## src/rtl/uart_rx_core.sv

```systemverilog
// -----------------------------------------------------------------------------
// uart_rx_core
// Serial-to-parallel UART receiver (8N1, LSB first) with 16x oversampling and
// start-bit glitch rejection. Accepted bytes go into a small circular FIFO and
// into a shift-register history of the last DEPTH bytes (newest in [7:0]).
//
// Ports:
//   clk        system clock, rising edge
//   rst_n      asynchronous active-low reset
//   rx         asynchronous serial line, idles high
//   rd_en      pop the oldest FIFO byte (ignored when empty)
//   clear_err  clear the sticky error flags (a coincident new error wins)
//   data_out   oldest FIFO byte, 0 when the FIFO is empty
//   empty      FIFO empty
//   full       FIFO full
//   count      number of FIFO entries
//   rx_done    one-cycle pulse when a byte is accepted
//   history    last DEPTH accepted bytes, newest in [7:0]
//   frame_err  sticky: stop bit was sampled low
//   overrun    sticky: a byte was dropped because the FIFO was full
//
// Handshake: rd_en is a single-cycle request sampled on the rising edge; a pop
// happens on that edge only when count != 0. There is no backpressure on the
// serial side: an accepted byte is pushed on the edge where rx_done rises.
// -----------------------------------------------------------------------------
module uart_rx_core #(
    parameter int CLK_FREQ = 100_000_000,
    parameter int BAUD     = 9600,
    parameter int DEPTH    = 4
) (
    input  logic                       clk,
    input  logic                       rst_n,
    input  logic                       rx,
    input  logic                       rd_en,
    input  logic                       clear_err,
    output logic [7:0]                 data_out,
    output logic                       empty,
    output logic                       full,
    output logic [$clog2(DEPTH):0]     count,
    output logic                       rx_done,
    output logic [DEPTH*8-1:0]         history,
    output logic                       frame_err,
    output logic                       overrun
);

    localparam int DIV = CLK_FREQ / (BAUD * 16);
    localparam int DW  = (DIV > 1) ? $clog2(DIV) : 1;
    localparam int AW  = $clog2(DEPTH);
    localparam int CW  = AW + 1;

    localparam logic [DW-1:0] DIV_LAST  = DW'(DIV - 1);
    localparam logic [CW-1:0] COUNT_MAX = CW'(DEPTH);

    typedef enum logic [2:0] {
        IDLE      = 3'd0,
        START     = 3'd1,
        DATA      = 3'd2,
        STOP      = 3'd3,
        WAIT_IDLE = 3'd4
    } state_t;

    // ------------------------------------------------------------------
    // Declarations
    // ------------------------------------------------------------------
    logic              rx_s1_q, rx_s1_d;
    logic              rx_s2_q, rx_s2_d;
    logic              rxs;

    logic [DW-1:0]     div_cnt_q, div_cnt_d;
    logic              tick;

    state_t            state_q, state_d;
    logic [3:0]        tc_q, tc_d;
    logic [2:0]        bi_q, bi_d;
    logic [7:0]        shift_q, shift_d;

    logic              accept_evt;
    logic              frame_evt;

    logic              rx_done_q, rx_done_d;
    logic [DEPTH*8-1:0] history_q, history_d;
    logic [7:0]        mem_q [DEPTH];
    logic [7:0]        mem_d [DEPTH];
    logic [AW-1:0]     wr_ptr_q, wr_ptr_d;
    logic [AW-1:0]     rd_ptr_q, rd_ptr_d;
    logic [CW-1:0]     count_q, count_d;
    logic              frame_err_q, frame_err_d;
    logic              overrun_q, overrun_d;

    logic              fifo_empty;
    logic              fifo_full;
    logic              pop;
    logic              push;

    // ------------------------------------------------------------------
    // Input synchronizer and oversampling tick
    // ------------------------------------------------------------------
    assign rxs = rx_s2_q;

    // The divider is held at 0 while idle so the first tick after leaving
    // IDLE lands a full DIV clocks later; this keeps the mid-bit sample
    // points aligned to the start-bit edge.
    assign tick = (div_cnt_q == DIV_LAST);

    always_comb begin
        rx_s1_d   = rx;
        rx_s2_d   = rx_s1_q;
        div_cnt_d = div_cnt_q + DW'(1);
        if (state_q == IDLE || tick) begin
            div_cnt_d = '0;
        end
    end

    // ------------------------------------------------------------------
    // FSM: state register
    // ------------------------------------------------------------------
    always_ff @(posedge clk or negedge rst_n) begin
        if (!rst_n) begin
            state_q <= IDLE;
            tc_q    <= '0;
            bi_q    <= '0;
            shift_q <= '0;
        end else begin
            state_q <= state_d;
            tc_q    <= tc_d;
            bi_q    <= bi_d;
            shift_q <= shift_d;
        end
    end

    // ------------------------------------------------------------------
    // FSM: next-state logic
    // ------------------------------------------------------------------
    always_comb begin
        state_d = state_q;
        tc_d    = tc_q;
        bi_d    = bi_q;
        shift_d = shift_q;
        unique case (state_q)
            IDLE: begin
                tc_d = '0;
                bi_d = '0;
                if (!rxs) begin
                    state_d = START;
                end
            end
            START: begin
                if (tick) begin
                    if (tc_q == 4'd7) begin
                        tc_d    = '0;
                        bi_d    = '0;
                        // A line that is high again at mid start bit was a glitch.
                        state_d = rxs ? IDLE : DATA;
                    end else begin
                        tc_d = tc_q + 4'd1;
                    end
                end
            end
            DATA: begin
                if (tick) begin
                    tc_d = tc_q + 4'd1;
                    if (tc_q == 4'd15) begin
                        shift_d[bi_q] = rxs;
                        bi_d          = bi_q + 3'd1;
                        if (bi_q == 3'd7) begin
                            state_d = STOP;
                        end
                    end
                end
            end
            STOP: begin
                if (tick) begin
                    tc_d = tc_q + 4'd1;
                    if (tc_q == 4'd15) begin
                        state_d = rxs ? IDLE : WAIT_IDLE;
                    end
                end
            end
            WAIT_IDLE: begin
                // Hold off until the line returns high so a break does not
                // look like a stream of start bits.
                if (rxs) begin
                    state_d = IDLE;
                end
            end
            default: begin
                state_d = IDLE;
            end
        endcase
    end

    // ------------------------------------------------------------------
    // FSM: output decode (stop-bit sample outcome)
    // ------------------------------------------------------------------
    always_comb begin
        accept_evt = 1'b0;
        frame_evt  = 1'b0;
        if (state_q == STOP && tick && tc_q == 4'd15) begin
            accept_evt = rxs;
            frame_evt  = !rxs;
        end
    end

    // ------------------------------------------------------------------
    // FIFO, history and flags
    // ------------------------------------------------------------------
    assign fifo_empty = (count_q == '0);
    assign fifo_full  = (count_q == COUNT_MAX);
    assign pop        = rd_en && !fifo_empty;
    // When full, a same-cycle pop frees the slot before the push lands.
    assign push       = accept_evt && (!fifo_full || pop);

    always_comb begin
        rx_done_d   = accept_evt;
        history_d   = history_q;
        mem_d       = mem_q;
        wr_ptr_d    = wr_ptr_q;
        rd_ptr_d    = rd_ptr_q;
        count_d     = count_q;
        frame_err_d = frame_err_q;
        overrun_d   = overrun_q;

        if (accept_evt) begin
            history_d = {history_q[DEPTH*8-9:0], shift_q};
        end
        if (push) begin
            mem_d[wr_ptr_q] = shift_q;
            wr_ptr_d        = wr_ptr_q + AW'(1);
        end
        if (pop) begin
            rd_ptr_d = rd_ptr_q + AW'(1);
        end
        case ({push, pop})
            2'b10:   count_d = count_q + CW'(1);
            2'b01:   count_d = count_q - CW'(1);
            default: count_d = count_q;
        endcase

        if (clear_err) begin
            frame_err_d = 1'b0;
            overrun_d   = 1'b0;
        end
        if (frame_evt) begin
            frame_err_d = 1'b1;
        end
        if (accept_evt && !push) begin
            overrun_d = 1'b1;
        end
    end

    always_ff @(posedge clk or negedge rst_n) begin
        if (!rst_n) begin
            rx_s1_q     <= 1'b1;
            rx_s2_q     <= 1'b1;
            div_cnt_q   <= '0;
            rx_done_q   <= 1'b0;
            history_q   <= '0;
            wr_ptr_q    <= '0;
            rd_ptr_q    <= '0;
            count_q     <= '0;
            frame_err_q <= 1'b0;
            overrun_q   <= 1'b0;
            for (int i = 0; i < DEPTH; i++) begin
                mem_q[i] <= '0;
            end
        end else begin
            rx_s1_q     <= rx_s1_d;
            rx_s2_q     <= rx_s2_d;
            div_cnt_q   <= div_cnt_d;
            rx_done_q   <= rx_done_d;
            history_q   <= history_d;
            wr_ptr_q    <= wr_ptr_d;
            rd_ptr_q    <= rd_ptr_d;
            count_q     <= count_d;
            frame_err_q <= frame_err_d;
            overrun_q   <= overrun_d;
            for (int i = 0; i < DEPTH; i++) begin
                mem_q[i] <= mem_d[i];
            end
        end
    end

    // ------------------------------------------------------------------
    // Outputs
    // ------------------------------------------------------------------
    assign data_out  = fifo_empty ? 8'h00 : mem_q[rd_ptr_q];
    assign empty     = fifo_empty;
    assign full      = fifo_full;
    assign count     = count_q;
    assign rx_done   = rx_done_q;
    assign history   = history_q;
    assign frame_err = frame_err_q;
    assign overrun   = overrun_q;

endmodule

```

## config.mk

```make
export PLATFORM = sky130hd
export DESIGN_NAME = uart_rx_core
export DESIGN_NICKNAME = d
export VERILOG_FILES = /design/src/rtl/uart_rx_core.sv
export SDC_FILE = /design/constraint.sdc
export NUM_CORES = 1
export LEC_CHECK = 0
export CAP_MARGIN = 20
export CORE_ASPECT_RATIO = 1.25
export CORE_MARGIN = 2
export CORE_UTILIZATION = 55
export CTS_BUF_LIST = sky130_fd_sc_hd__clkbuf_16
export DETAILED_ROUTE_END_ITERATION = 7
export HOLD_SLACK_MARGIN = 0.15
export PLACE_DENSITY = 0.78
export SETUP_SLACK_MARGIN = 0.1
export SYNTH_ARGS = -nofsm -noshare
export SYNTH_HDL_FRONTEND = slang
export SYNTH_SLANG_ARGS = --single-unit
```

## constraint.sdc

```tcl
create_clock -name clk -period 3 [get_ports clk]
set_input_delay 0.6 -clock clk [delete_from_list [all_inputs] [get_ports clk]]
set_output_delay 0.6 -clock clk [all_outputs]
set_load 0.01 [all_outputs]
```

After elaboration in Yosys (flattened, before gate mapping)

Index checks and enable logic that the tools add are counted.

Logic and storage cells: 116
Output and inout bits: 48
Register bits after elaboration: 104

Bitwise operators: 2
Equal/unequal tests: 21
Reductions and logical operators: 25
Magnitude comparators: 5
Multiplexer cells: 38
Add/subtract/negate cells: 7

Operators by type and width:

| cell                  | count |
|---|---|
| $mux 3                | 14 |
| $bwmux 32             | 1 |
| $mux 8                | 4 |
| $ne 2x2->1 const B    | 9 |
| $bmux 8 s2            | 1 |
| $demux 8 s2           | 1 |
| $pmux 3 s5            | 1 |
| $mux 4                | 3 |
| $pmux 4 s3            | 1 |
| $add 10x1->10 const B | 1 |
| $eq 10x10->1 const B  | 1 |
| $mux 10               | 1 |
| $eq 3x3->1 const B    | 3 |
| $pmux 3 s3            | 1 |
| $reduce_and 9->1      | 1 |
| $bwmux 8              | 1 |
| $logic_and 1x1->1     | 7 |
| $add 3x1->3 const B   | 2 |
| $eq 3x2->1 const B    | 2 |
| $ge 3x3->1 const B    | 2 |
| $logic_not 3->1       | 2 |
| $mux 1                | 6 |
| $not 2->3             | 2 |
| $pmux 3 s2            | 1 |
| 21 further kinds      | 30 |

Longest topological paths before layout

Gate-level depths: netlist (run 1).

Depth after elaboration: 8
Depth in mapped cells: 11
Mapped depth without buffers: 11

Worst setup path before layout (run 1)

OpenSTA, ideal clock, no wires.

Path kind: register to register
Start: register count_q[0], in the netlist count[0]
End: register count_q[2], in the netlist count[2]
Data arrival time: 2205 ps
Slack: 667 ps
Clock period less this slack: 2333 ps
Cell stages (with the launch flop): 9
Buffers on the path: 0
Data required time: 2872 ps
Library setup time: 128 ps
Path through: dfrtp_1 nor3_1 nor2b_1 ha_1 inv_1 fa_1 xor2_1 nor2_1 xor2_1

Word-level cells in the longest chain between the ends: 7
Elaborated cells between the ends (all ways): 13
Classes of those cells: add/sub: 2; eq/ne: 3; mux: 1; reduce/logical: 7

Ends and longest elaborated chain:

| what                                                   | line | source |
|---|---|---|
| start: declaration                                     | 86   | `logic [CW-1:0] count_q, count_d;` |
| start signal: assignment                               | 274  | `count_q <= count_d;` |
| $logic_not 3->1 (*)                                    | 207  | `assign fifo_empty = (count_q == '0);` |
| via empty                                              | 37   | `output logic empty,` |
| $logic_not 1->1 (*)                                    | 209  | `assign pop = rd_en && !fifo_empty;` |
| $logic_and 1x1->1 (*)                                  | 209  |  |
| via pop                                                | 92   | `logic pop;` |
| $logic_or 1x1->1                                       | 211  | `assign push = accept_evt && (!fifo_full \|\| pop);` |
| $logic_and 1x1->1                                      | 211  |  |
| $eq 2x1->1 / $eq 2x2->1 (equally long branches)        | 233  | `case ({push, pop})` |
| $pmux 3 s2 / $reduce_bool 2->1 (equally long branches) | n/a  |  |

Mark *: on every way through the listed nets, which the timed path passes. The rest lies on a longest branch.
A chain may end at the register's enable or synchronous reset.

Worst setup path in the final report (run 1)

Start: register rd_ptr_q[0]
End: output data_out[3]

Word-level cells in the longest chain between the ends: 5

Ends and longest elaborated chain:

| what                                      | line | source |
|---|---|---|
| start: declaration                        | 85   | `logic [AW-1:0] rd_ptr_q, rd_ptr_d;` |
| start signal: assignment                  | 273  | `rd_ptr_q <= rd_ptr_d;` |
| $not 2->3 (not written as such)           | 286  | `assign data_out = fifo_empty ? 8'h00 : mem_q[rd_ptr_q];` |
| $bmux 8 s2                                | 286  |  |
| $mux 8 (not written as such) (2 in a row) | 286  |  |
| $mux 8                                    | 286  |  |
| end: declaration                          | 36   | `output logic [7:0] data_out,` |

Every way passes these cells. The select of a mux whose other input is x is not followed.

==> results of run 1 <==
==> routing by layer <==
| metal | wire [µm] | vias up | part of all wire |
|---|---|---|---|
| li1 | - | 1376 | - |
| met1 | 3739 | 1472 | 0.43 |
| met2 | 4418 | 80 | 0.51 |
| met3 | 307 | 14 | 0.036 |
| met4 | 165 | 0 | 0.019 |
| met5 | 0 | - | 0 |
==> power by group through the flow <==
stage | Combinational (µW) | Clock, µW | Sequential, µW
2_1_floorplan | 204 | 0 | 1500
3_3_place_gp | 350 | 0 | 1530
3_5_place_dp | 352 | 0 | 1530
4_1_cts | 353 | 1150 | 1500
5_1_grt | 387 | 1200 | 1510
6_report | 343 | 1120 | 1500
==> final timing paths <==
kind / startpoint / to / slack [ns] / cells past startpoint
max: rd_ptr_q[0]$_DFFE_PN0P_ / data_out[3] / 0.39 / 4
min: rst_n / mem_q[25]$_DFFE_PN0P_ / 0.30 / 1
max reg2reg: rx_s2_q$_DFF_PN1_ / mem_q[12]$_DFFE_PN0P_ / 0.50 / 4
min reg2reg: rx_s1_q$_DFF_PN1_ / rx_s2_q$_DFF_PN1_ / 0.36 / 0
max in group asynchronous: rst_n / div_cnt_q[2]$_DFF_PN0_ / 1.99 / 2
min in group clk: rx_s1_q$_DFF_PN1_ / rx_s2_q$_DFF_PN1_ / 0.36 / 0
==> worst max-delay path: stages, from the launching register on <==
cell and delay, ns:
dfrtp_1 0.36, buf_4 0.17, mux4_2 0.51, nor2b_1 0.14, clkdlybuf4s50_1 0.48
==> through the flow <==
| stage | cell area [µm²] | setup WS (ns) |
|---|---|---|
| after global routing | 5663 | 0.3172 |
| after global placement | 5378 | 0.3946 |
| after floorplan | 4747 | 0.6675 |
| after detailed placement | 5378 | 0.3238 |
| final | 5663 | 0.3943 |
| after CTS | 5663 | 0.3645 |
==> registers in the layout, indices dropped and copies added (netlist names) <==
signal / flops
div_cnt_q: 10
bi_q: 3
tc_q: 4
history: 32
count: 3
state_q: 3
rx_s2_q: 1
rd_ptr_q: 2
shift_q: 8
wr_ptr_q: 2
mem_q: 32
frame_err: 1
rx_s1_q: 1
rx_done: 1
overrun: 1
==> kinds of logic after synthesis <==
group           after synthesis  share of synthesized area
xor+xnor                     15                    0.02768
buf+inv                      29                    0.02873
compound gates               16                    0.02610
fa+ha+maj                    11                    0.03057
mux                          88                     0.2275
flops                       104                     0.5488
simple gates                 96                     0.1107
==> final cells by class <==
cell class / count / area, µm²
sequential: 104 / 2605
inverter: 12 / 45.04
clock buffer: 9 / 225.2
multi-input combinational: 226 / 2008
timing repair buffer: 61 / 598.1
clock inverter: 7 / 60.06
tap: 97 / 121.4
fill: 619 / 2624
==> cell usage after synthesis, types with 2 or more instances <==
library cell | n | area [µm²]
a21oi_1 | 6 | 30.03
a221o_1 | 2 | 20.02
and2_1 | 3 | 18.77
and3_1 | 7 | 43.79
buf_2 | 7 | 35.03
buf_4 | 3 | 22.52
clkbuf_1 | 5 | 18.77
dfrtp_1 | 102 | 2552
dfstp_2 | 2 | 52.55
ha_1 | 10 | 125.1
inv_1 | 12 | 45.04
mux2_1 | 3 | 33.78
mux2_2 | 72 | 810.8
mux2i_1 | 4 | 40.04
mux4_2 | 8 | 180.2
nand2_1 | 10 | 37.54
nand2b_1 | 2 | 12.51
nand3_1 | 9 | 45.04
nand4_1 | 7 | 43.79
nor2_1 | 23 | 86.33
nor2b_1 | 14 | 87.58
nor3_1 | 4 | 20.02
nor4_1 | 6 | 37.54
o21ai_0 | 2 | 10.01
o21ai_1 | 2 | 10.01
or4_1 | 2 | 15.01
xnor2_1 | 8 | 70.07
xor2_1 | 7 | 61.31
==> metrics.txt, run 1 <==
# TYPE chip_impl_metric gauge
chip_impl_metric{name="worstPathMaxFanout",unit=""} 6
chip_impl_metric{name="yosysSeqAreaShare",unit=""} 0.5488
chip_impl_metric{name="clock_tree.buffer_depth",unit=""} 2
chip_impl_metric{name="p_leak",unit="µW"} 0.002687
chip_impl_metric{name="num-nets-final",unit=""} 430
chip_impl_metric{name="grtUsageMet1",unit=""} 0.2724
chip_impl_metric{name="worst_slew_pin_slew",unit="ns"} 0.7044
chip_impl_metric{name="place_hpwl",unit="µm"} 5949
chip_impl_info{name="worstHoldPathType",value="in2async"} 1
chip_impl_metric{name="vdd_drop_max",unit="mV"} 0.4164
chip_impl_metric{name="required_time_at_the_endpoint_of_the_critical_path",unit="ns"} 2.40
chip_impl_metric{name="final_cell_count_no_fill",unit=""} 516
chip_impl_metric{name="post_synth_num_cell_types",unit=""} 45
chip_impl_metric{name="finalWirelength",unit="µm"} 8630
chip_impl_metric{name="wl_per_cell",unit="µm"} 16.72
chip_impl_metric{name="drcViolationCount",unit=""} 0
chip_impl_metric{name="design.die.area",unit="µm²"} 9395
chip_impl_metric{name="gr-usage-all-layers",unit=""} 0.2038
chip_impl_metric{name="finish.utilization",unit=""} 0.6834
chip_impl_metric{name="synth_seq_cells",unit=""} 104
chip_impl_metric{name="antenna_found_initial",unit=""} 0
chip_impl_metric{name="final_clock_period_utilization_by_the_worst_path",unit=""} 0.8686
chip_impl_metric{name="clock_transition_time_at_the_flip_flop_clock_pins_of_the_worst_setup_and_hold_paths",unit="ns"} 0.07
chip_impl_metric{name="drt_first_pass_iters",unit=""} 4
chip_impl_metric{name="chipHeight",unit="µm"} 107.9
chip_impl_metric{name="power.share.sequential",unit=""} 0.507
chip_impl_metric{name="power.switching",unit="µW"} 765.9
chip_impl_metric{name="hold_violations",unit=""} 0
chip_impl_metric{name="finClkSkew",unit="ns"} 0.009182
chip_impl_metric{name="synth_area",unit="µm²"} 4747
chip_impl_metric{name="synth-edff-count",unit=""} 0
chip_impl_metric{name="combinational_power_share",unit=""} 0.116
chip_impl_info{name="critical_path_class",value="reg2out"} 1
chip_impl_metric{name="clkSinkCount",unit=""} 104
chip_impl_info{name="status",value="finished, final reports clean"} 1
chip_impl_metric{name="tritoncts.num_buffers",unit=""} 9
chip_impl_metric{name="synth.avg_cell_area",unit="µm²"} 13.22
chip_impl_metric{name="initial_core_utilization",unit=""} 0.5729
chip_impl_metric{name="detailedRoute.firstIterationViolations",unit=""} 162
chip_impl_metric{name="maxSlewViolCount",unit=""} 0
chip_impl_metric{name="detail-route-antenna-nets",unit=""} 0
chip_impl_metric{name="power.share.clock",unit=""} 0.378
chip_impl_metric{name="timing.fmax",unit="GHz"} 0.3838
chip_impl_info{name="timing.critical_path.from_type",value="flop"} 1
chip_impl_metric{name="grt_util_met2",unit=""} 0.3288
chip_impl_info{name="clock_tree.root_cell",value="clkbuf_16"} 1
chip_impl_metric{name="h-tree-depth",unit=""} 3
chip_impl_metric{name="ctsResizeCount",unit=""} 0
chip_impl_metric{name="min_period",unit="ns"} 2.606
chip_impl_metric{name="cell_internal_pwr",unit="µW"} 2198
chip_impl_info{name="synthFlopType",value="dfrtp_1"} 1
chip_impl_info{name="rsz_0062_raised_after_global_routing",value="false"} 1
chip_impl_metric{name="slew_margin_rel",unit=""} 0.5304
chip_impl_metric{name="critPathArrivalTime",unit="ns"} 2.01
chip_impl_metric{name="final-setup-viol-count",unit=""} 0
chip_impl_info{name="final_common_cell",value="dfrtp_1"} 1
chip_impl_metric{name="die_x",unit="µm"} 87.10
chip_impl_info{name="leading_cell_types_in_the_layout_fill_and_taps_excluded",value="dfrtp_1 (102), mux2_2 (72), clkdlybuf4s50_1 (51)"} 1
chip_impl_metric{name="vias_per_cell",unit=""} 5.702
chip_impl_metric{name="cts_setup_buffers",unit=""} 0
chip_impl_metric{name="place.gp.congestion",unit=""} 0.8023
chip_impl_metric{name="power_switching_share",unit=""} 0.2584
chip_impl_metric{name="grt_pass1_wl",unit="µm"} 14610
chip_impl_metric{name="first_global_vias",unit=""} 2925
chip_impl_metric{name="synth-warning-count",unit=""} 0
chip_impl_metric{name="route.vias.total",unit=""} 2942
chip_impl_metric{name="port_buffers",unit=""} 52
chip_impl_metric{name="floorplan.io_pins",unit=""} 53
chip_impl_metric{name="postSynthNetCount",unit=""} 375
chip_impl_metric{name="cts.hold.buffers_added",unit=""} 0
chip_impl_metric{name="p_total",unit="µW"} 2964
chip_impl_metric{name="groute.layer.met3.usage",unit=""} 0.03758
chip_impl_metric{name="max_cap_viol_count",unit=""} 0
chip_impl_metric{name="core",unit="µm²"} 8287
chip_impl_info{name="grt.busiest_layer",value="met2"} 1
chip_impl_metric{name="final_layout_size_suffix_gt1_frac",unit=""} 0.2697
chip_impl_metric{name="grt_max_degree",unit=""} 57
chip_impl_metric{name="fraction_of_registers_with_async_set_reset",unit=""} 1.000
chip_impl_info{name="tritoncts",value="yes"} 1
chip_impl_metric{name="numPlacedInstances",unit=""} 500
chip_impl_metric{name="fin_tns_setup",unit="ns"} 0
chip_impl_metric{name="gr-total-overflow",unit=""} 0
chip_impl_metric{name="power_per_cell_area",unit="nW/µm²"} 523.4
chip_impl_metric{name="worst_skew_pair.late_latency",unit="ns"} 0.35
chip_impl_metric{name="syn_inst",unit=""} 359
chip_impl_metric{name="finalHoldWorstSlack",unit="ns"} 0.2957
chip_impl_metric{name="n_antenna_cell",unit=""} 0
chip_impl_metric{name="area_growth",unit="%"} 19.29
chip_impl_metric{name="core.rowCount",unit=""} 37
chip_impl_info{name="end_kind",value="output port"} 1
No activity file was read; power rests on OpenSTA's default activity.
==> inputs of run 2 (changes only) <==
==> constraint.sdc (replaced) <==
create_clock -name clk -period 3 [get_ports clk]
set_input_delay 0.6 -clock clk [delete_from_list [all_inputs] [get_ports clk]]
set_output_delay 0.6 -clock clk [all_outputs]
set_load 0.02 [all_outputs]
==> metrics.txt, run 2 (synthesized netlist as in run 1, its figures left out) <==
# TYPE chip_impl_metric gauge
chip_impl_metric{name="chipHeight",unit="µm"} 107.9
chip_impl_metric{name="clkSinkCount",unit=""} 104
chip_impl_info{name="status",value="finished, final reports clean"} 1
chip_impl_metric{name="num-nets-final",unit=""} 432
chip_impl_info{name="worstHoldPathType",value="in2async"} 1
chip_impl_metric{name="max_cap_viol_count",unit=""} 0
chip_impl_info{name="setup.worst_path.start",value="rd_ptr_q[0]$_DFFE_PN0P_"} 1
chip_impl_metric{name="core.rowCount",unit=""} 37
chip_impl_info{name="end_kind",value="output port"} 1
chip_impl_metric{name="area_growth",unit="%"} 19.27
chip_impl_info{name="critical_path_class",value="reg2out"} 1
chip_impl_metric{name="grt_pass1_wl",unit="µm"} 14530
chip_impl_metric{name="gr-total-overflow",unit=""} 0
chip_impl_metric{name="slew_margin_rel",unit=""} 0.5124
chip_impl_info{name="leading_cell_types_in_the_layout_fill_and_taps_excluded",value="dfrtp_1 (102), mux2_2 (72), clkdlybuf4s50_1 (51)"} 1
chip_impl_metric{name="port_buffers",unit=""} 52
chip_impl_metric{name="detailedRoute.firstIterationViolations",unit=""} 140
chip_impl_metric{name="hold_violations",unit=""} 0
chip_impl_metric{name="antenna_found_initial",unit=""} 0
chip_impl_metric{name="ff2ff_path_depth",unit=""} 4
chip_impl_metric{name="grt_max_degree",unit=""} 59
chip_impl_metric{name="critPathArrivalTime",unit="ns"} 2.04
chip_impl_metric{name="maxSlewViolCount",unit=""} 0
chip_impl_info{name="final_common_cell",value="dfrtp_1"} 1
chip_impl_metric{name="core",unit="µm²"} 8287
chip_impl_metric{name="vdd_drop_max",unit="mV"} 0.4298
chip_impl_metric{name="required_time_at_the_endpoint_of_the_critical_path",unit="ns"} 2.40
chip_impl_metric{name="final-setup-viol-count",unit=""} 0
chip_impl_metric{name="first_global_vias",unit=""} 2996
chip_impl_metric{name="n_antenna_cell",unit=""} 0
chip_impl_metric{name="clock_transition_time_at_the_flip_flop_clock_pins_of_the_worst_setup_and_hold_paths",unit="ns"} 0.07
chip_impl_metric{name="final_clock_period_utilization_by_the_worst_path",unit=""} 0.8812
chip_impl_info{name="timing.critical_path.from_type",value="flop"} 1
chip_impl_metric{name="ctsResizeCount",unit=""} 0
chip_impl_metric{name="initial_core_utilization",unit=""} 0.5729
chip_impl_metric{name="wl_per_cell",unit="µm"} 16.47
chip_impl_info{name="rsz_0062_raised_after_global_routing",value="false"} 1
chip_impl_metric{name="floorplan.io_pins",unit=""} 53
chip_impl_metric{name="route.vias.total",unit=""} 2965
chip_impl_metric{name="min_period",unit="ns"} 2.644
chip_impl_metric{name="power_per_cell_area",unit="nW/µm²"} 523.7
chip_impl_metric{name="drcViolationCount",unit=""} 0
chip_impl_metric{name="h-tree-depth",unit=""} 3
chip_impl_info{name="clock_tree.root_cell",value="clkbuf_16"} 1
chip_impl_metric{name="layout.area.seq",unit="µm²"} 2605
chip_impl_metric{name="timing.fmax",unit="GHz"} 0.3783
chip_impl_metric{name="place.gp.congestion",unit=""} 0.8620
chip_impl_metric{name="cts.hold.buffers_added",unit=""} 0
chip_impl_metric{name="vias_per_cell",unit=""} 5.724
chip_impl_metric{name="finalWirelength",unit="µm"} 8529
chip_impl_metric{name="p_leak",unit="µW"} 0.002685
chip_impl_metric{name="worst_skew_pair.late_latency",unit="ns"} 0.34
chip_impl_metric{name="finClkSkew",unit="ns"} 0.008307
chip_impl_metric{name="place_hpwl",unit="µm"} 6003
chip_impl_metric{name="filler_cell_count",unit=""} 571
chip_impl_metric{name="multiInputGateArea",unit="µm²"} 2008
chip_impl_metric{name="worstPathMaxFanout",unit=""} 6
chip_impl_metric{name="tritoncts.num_buffers",unit=""} 9
chip_impl_metric{name="drt_first_pass_iters",unit=""} 4
chip_impl_metric{name="die_x",unit="µm"} 87.10
chip_impl_metric{name="cts_setup_buffers",unit=""} 0
chip_impl_metric{name="worst_slew_pin_slew",unit="ns"} 0.7265
chip_impl_metric{name="design.die.area",unit="µm²"} 9395
chip_impl_metric{name="numPlacedInstances",unit=""} 502
chip_impl_metric{name="fin_tns_setup",unit="ns"} 0
chip_impl_info{name="tritoncts",value="yes"} 1
chip_impl_metric{name="final_layout_size_suffix_gt1_frac",unit=""} 0.2708
chip_impl_info{name="rr_startpoint",value="rx_s2_q$_DFF_PN1_"} 1
chip_impl_metric{name="final_cell_count_no_fill",unit=""} 518
chip_impl_metric{name="gr-usage-all-layers",unit=""} 0.2004
chip_impl_metric{name="detail-route-antenna-nets",unit=""} 0
chip_impl_metric{name="clock_tree.buffer_depth",unit=""} 2
run 2: cell count changes in the layout (fill, tap and decap cells not counted):
cell,before,now
buf_12,1,0
buf_4,9,12
clkinv_2,1,0
clkinvlp_4,0,2
inv_1,12,13
inv_6,3,1
run 2: through the flow:
stage	setup WS, ns	hold WS, ns	util	total power, µW	cell area (µm²)
2_1_floorplan	0.3893	0.3044	-	1731	4747
3_3_place_gp	0.3973	0.3457	0.6493	1901	5380
3_5_place_dp	0.3566	0.3497	0.6493	1908	5380
4_1_cts	0.3315	0.3416	0.6832	2997	5662
5_1_grt	0.2181	0.3636	0.6832	3094	5662
6_report	0.3564	0.3150	0.6832	2965	5662
run 2: worst paths after layout:
path,slack [ns],to
worst max register to register,0.41,mem_q[22]$_DFFE_PN0P_
worst max-delay path,0.36,data_out[1]
worst min register to register,0.36,rx_s2_q$_DFF_PN1_
worst min-delay path,0.31,mem_q[17]$_DFFE_PN0P_
min in group clk,0.36,rx_s2_q$_DFF_PN1_
max in group asynchronous,1.94,history[17]$_DFFE_PN0P_
run 2: routing by layer:
metal,up-vias,wire length [µm],part of all wire,track usage
met5,-,0,0,0
met4,0,93,0.011,0.05055
met3,10,285,0.033,0.04371
met2,65,4307,0.50,0.3375
met1,1497,3843,0.45,0.2637
li1,1393,-,-,-
run 2: worst max-delay path: stages (launching register included):
cell and delay, ns:
dfrtp_1 0.36, buf_4 0.18, mux4_2 0.50, nor2b_1 0.14, clkdlybuf4s50_1 0.53
run 2: area by class of cell:
| type | count | area share |
|---|---|---|
| Timing Repair Buffer | 63 | 0.1061 |
| Sequential cell | 104 | 0.4601 |
| Multi-Input combinational cell | 226 | 0.3547 |
| Clock inverter | 7 | 0.009945 |
| Clock buffer | 9 | 0.03978 |
| Inverter | 12 | 0.007956 |
| Tap cell | 97 | 0.02144 |
run 2: where the power goes:
group | internal, µW | switching (µW) | total, µW
Sequential | 1440 | 62.3 | 1500
Combinational | 181 | 193 | 373
Clock | 571 | 517 | 1090
==> inputs of run 3 (changes only) <==
clock period = 3.33 ns   (was 3 ns; I/O delays follow)
==> metrics.txt, run 3 (synthesized netlist as in run 1, its figures left out) <==
# TYPE chip_impl_metric gauge
chip_impl_info{name="status",value="finished, final reports clean"} 1
chip_impl_metric{name="p_leak",unit="µW"} 0.002660
chip_impl_metric{name="max_cap_viol_count",unit=""} 0
chip_impl_metric{name="final_layout_size_suffix_gt1_frac",unit=""} 0.2609
chip_impl_metric{name="route.vias.total",unit=""} 2941
chip_impl_metric{name="cts.hold.buffers_added",unit=""} 0
chip_impl_metric{name="cell_internal_pwr",unit="µW"} 2034
chip_impl_metric{name="antenna_found_initial",unit=""} 0
chip_impl_metric{name="n_antenna_cell",unit=""} 0
chip_impl_info{name="cpMaxStageDelayCell",value="dfrtp_1"} 1
chip_impl_info{name="r2r_end",value="mem_q[22]$_DFFE_PN0P_"} 1
chip_impl_metric{name="worstPathMaxFanout",unit=""} 10
chip_impl_metric{name="slew_margin_rel",unit=""} 0.3801
chip_impl_metric{name="power.share.clock",unit=""} 0.391
chip_impl_info{name="final_common_cell",value="dfrtp_1"} 1
chip_impl_metric{name="cts_setup_buffers",unit=""} 0
chip_impl_metric{name="power.share.sequential",unit=""} 0.505
chip_impl_info{name="critical_path_class",value="reg2out"} 1
chip_impl_metric{name="ff2ff_path_depth",unit=""} 4
chip_impl_metric{name="finish.utilization",unit=""} 0.6813
chip_impl_metric{name="grt_max_degree",unit=""} 67
chip_impl_metric{name="required_time_at_the_endpoint_of_the_critical_path",unit="ns"} 2.66
chip_impl_metric{name="h-tree-depth",unit=""} 3
chip_impl_metric{name="hold_violations",unit=""} 0
chip_impl_metric{name="detailedRoute.firstIterationViolations",unit=""} 178
chip_impl_metric{name="wl_per_cell",unit="µm"} 16.77
chip_impl_info{name="hold_start",value="rx_s1_q$_DFF_PN1_"} 1
chip_impl_metric{name="die_x",unit="µm"} 87.10
chip_impl_metric{name="clock_transition_time_at_the_flip_flop_clock_pins_of_the_worst_setup_and_hold_paths",unit="ns"} 0.07
chip_impl_metric{name="num-nets-final",unit=""} 425
chip_impl_metric{name="power_switching_share",unit=""} 0.2548
chip_impl_metric{name="maxSlewViolCount",unit=""} 0
chip_impl_metric{name="core.rowCount",unit=""} 37
chip_impl_info{name="timing.critical_path.from_type",value="flop"} 1
chip_impl_metric{name="finClkSkew",unit="ns"} 0.009161
chip_impl_metric{name="power.switching",unit="µW"} 695.2
chip_impl_metric{name="vdd_drop_max",unit="mV"} 0.4241
chip_impl_metric{name="grt_pass1_wl",unit="µm"} 14710
chip_impl_metric{name="final_critical_path_setup_slack",unit="ns"} 0.3712
chip_impl_metric{name="core",unit="µm²"} 8287
chip_impl_metric{name="layout.area.seq",unit="µm²"} 2605
chip_impl_info{name="rsz_0062_raised_after_global_routing",value="false"} 1
chip_impl_metric{name="r2r_slack",unit="ns"} 0.89
chip_impl_info{name="tritoncts",value="yes"} 1
chip_impl_metric{name="min_path_cells",unit=""} 0
chip_impl_metric{name="combinational_power_share",unit=""} 0.105
chip_impl_metric{name="worst_slew_pin_slew",unit="ns"} 0.9279
chip_impl_info{name="worst_hold_path.endpoint",value="rx_s2_q$_DFF_PN1_"} 1
chip_impl_metric{name="power_per_cell_area",unit="nW/µm²"} 483.4
chip_impl_info{name="clock_tree.root_cell",value="clkbuf_16"} 1
chip_impl_metric{name="final-setup-viol-count",unit=""} 0
chip_impl_metric{name="drt_first_pass_iters",unit=""} 4
chip_impl_metric{name="min_period",unit="ns"} 2.959
chip_impl_metric{name="gr-usage-all-layers",unit=""} 0.2040
chip_impl_metric{name="gr-total-overflow",unit=""} 0
chip_impl_info{name="rr_startpoint",value="rx_s2_q$_DFF_PN1_"} 1
chip_impl_metric{name="initial_core_utilization",unit=""} 0.5729
chip_impl_metric{name="finalWirelength",unit="µm"} 8572
chip_impl_metric{name="place_ws",unit="ns"} 0.4206
chip_impl_metric{name="ctsResizeCount",unit=""} 0
chip_impl_metric{name="first_global_vias",unit=""} 2940
chip_impl_metric{name="detail-route-antenna-nets",unit=""} 0
chip_impl_metric{name="clock_tree.buffer_depth",unit=""} 2
chip_impl_metric{name="multiInputGateArea",unit="µm²"} 2008
chip_impl_metric{name="critPathArrivalTime",unit="ns"} 2.29
chip_impl_info{name="timing.critical_path.cells",value="mux4_2 > nor2b_1 > clkdlybuf4s50_1"} 1
chip_impl_metric{name="place.gp.congestion",unit=""} 0.7942
chip_impl_metric{name="vias_per_cell",unit=""} 5.755
chip_impl_metric{name="floorplan.io_pins",unit=""} 53
chip_impl_metric{name="chipHeight",unit="µm"} 107.9
chip_impl_metric{name="design.die.area",unit="µm²"} 9395
chip_impl_info{name="worstHoldPathType",value="reg2reg"} 1
chip_impl_metric{name="timing.fmax",unit="GHz"} 0.3380
chip_impl_info{name="leading_cell_types_in_the_layout_fill_and_taps_excluded",value="dfrtp_1 (102), mux2_2 (72), clkdlybuf4s50_1 (51)"} 1
chip_impl_metric{name="port_buffers",unit=""} 52
chip_impl_metric{name="drcViolationCount",unit=""} 0
chip_impl_info{name="end_kind",value="output port"} 1
chip_impl_metric{name="fin_tns_setup",unit="ns"} 0
chip_impl_metric{name="tritoncts.num_buffers",unit=""} 9
chip_impl_info{name="cpLargestDelayFamily",value="flip-flops"} 1
chip_impl_metric{name="worstPathBufferInverterCount",unit=""} 1
chip_impl_info{name="setup.worst_path.start",value="rd_ptr_q[0]$_DFFE_PN0P_"} 1
chip_impl_metric{name="clkSinkCount",unit=""} 104
chip_impl_metric{name="maximum_cell_stage_delay_along_the_critical_path",unit="ns"} 0.70
chip_impl_metric{name="final_clock_period_utilization_by_the_worst_path",unit=""} 0.8885
chip_impl_metric{name="worst_skew_pair.late_latency",unit="ns"} 0.34
chip_impl_metric{name="filler_cell_count",unit=""} 589
chip_impl_metric{name="area_growth",unit="%"} 18.92
chip_impl_metric{name="place_hpwl",unit="µm"} 5969
## run 3: per-layer routing
| layer | GRT usage | routed length (µm) |
|---|---|---|
| met4 | 0.08901 | 217 |
| met1 | 0.2737 | 3758 |
| met2 | 0.3288 | 4331 |
| met3 | 0.03144 | 265 |
| met5 | 0 | 0 |
## run 3: worst max-delay path by stage
stage,slack (ns),end,depth (start not counted)
2_1_floorplan,0.72,count[2]$_DFFE_PN0P_,8
3_3_place_gp,0.51,count[2]$_DFFE_PN0P_,10
6_report,0.37,data_out[4],3
4_1_cts,0.33,data_out[7],3
3_5_place_dp,0.42,count[2]$_DFFE_PN0P_,10
5_1_grt,0.21,data_out[4],3
## run 3: final cells by class
cell class                 instances  area share
clock buffer                       9     0.03989
clock inverter                     7     0.01418
inverter                          12    0.007979
multi-input combinational        226      0.3557
sequential                       104      0.4614
tap                               97     0.02150
timing repair buffer              56     0.09929
## run 3: through the flow
| stage | hold WS (ns) | instance area, µm² | cells | total power (µW) |
|---|---|---|---|---|
| 2_1_floorplan | 0.3452 | 4747 | 359 | 1560 |
| 3_3_place_gp | 0.3481 | 5340 | 495 | 1684 |
| 3_5_place_dp | 0.3526 | 5340 | 495 | 1692 |
| 4_1_cts | 0.3625 | 5645 | 511 | 2756 |
| 5_1_grt | 0.3650 | 5645 | 511 | 2846 |
| 6_report | 0.3604 | 5645 | 511 | 2729 |
## run 3: power groups by stage
stage / clock, µW / sequential (µW) / combinational (µW)
2_1_floorplan: 0 / 1370 / 191
3_3_place_gp: 0 / 1410 / 278
3_5_place_dp: 0 / 1400 / 288
4_1_cts: 1090 / 1380 / 289
5_1_grt: 1140 / 1390 / 314
6_report: 1070 / 1380 / 285
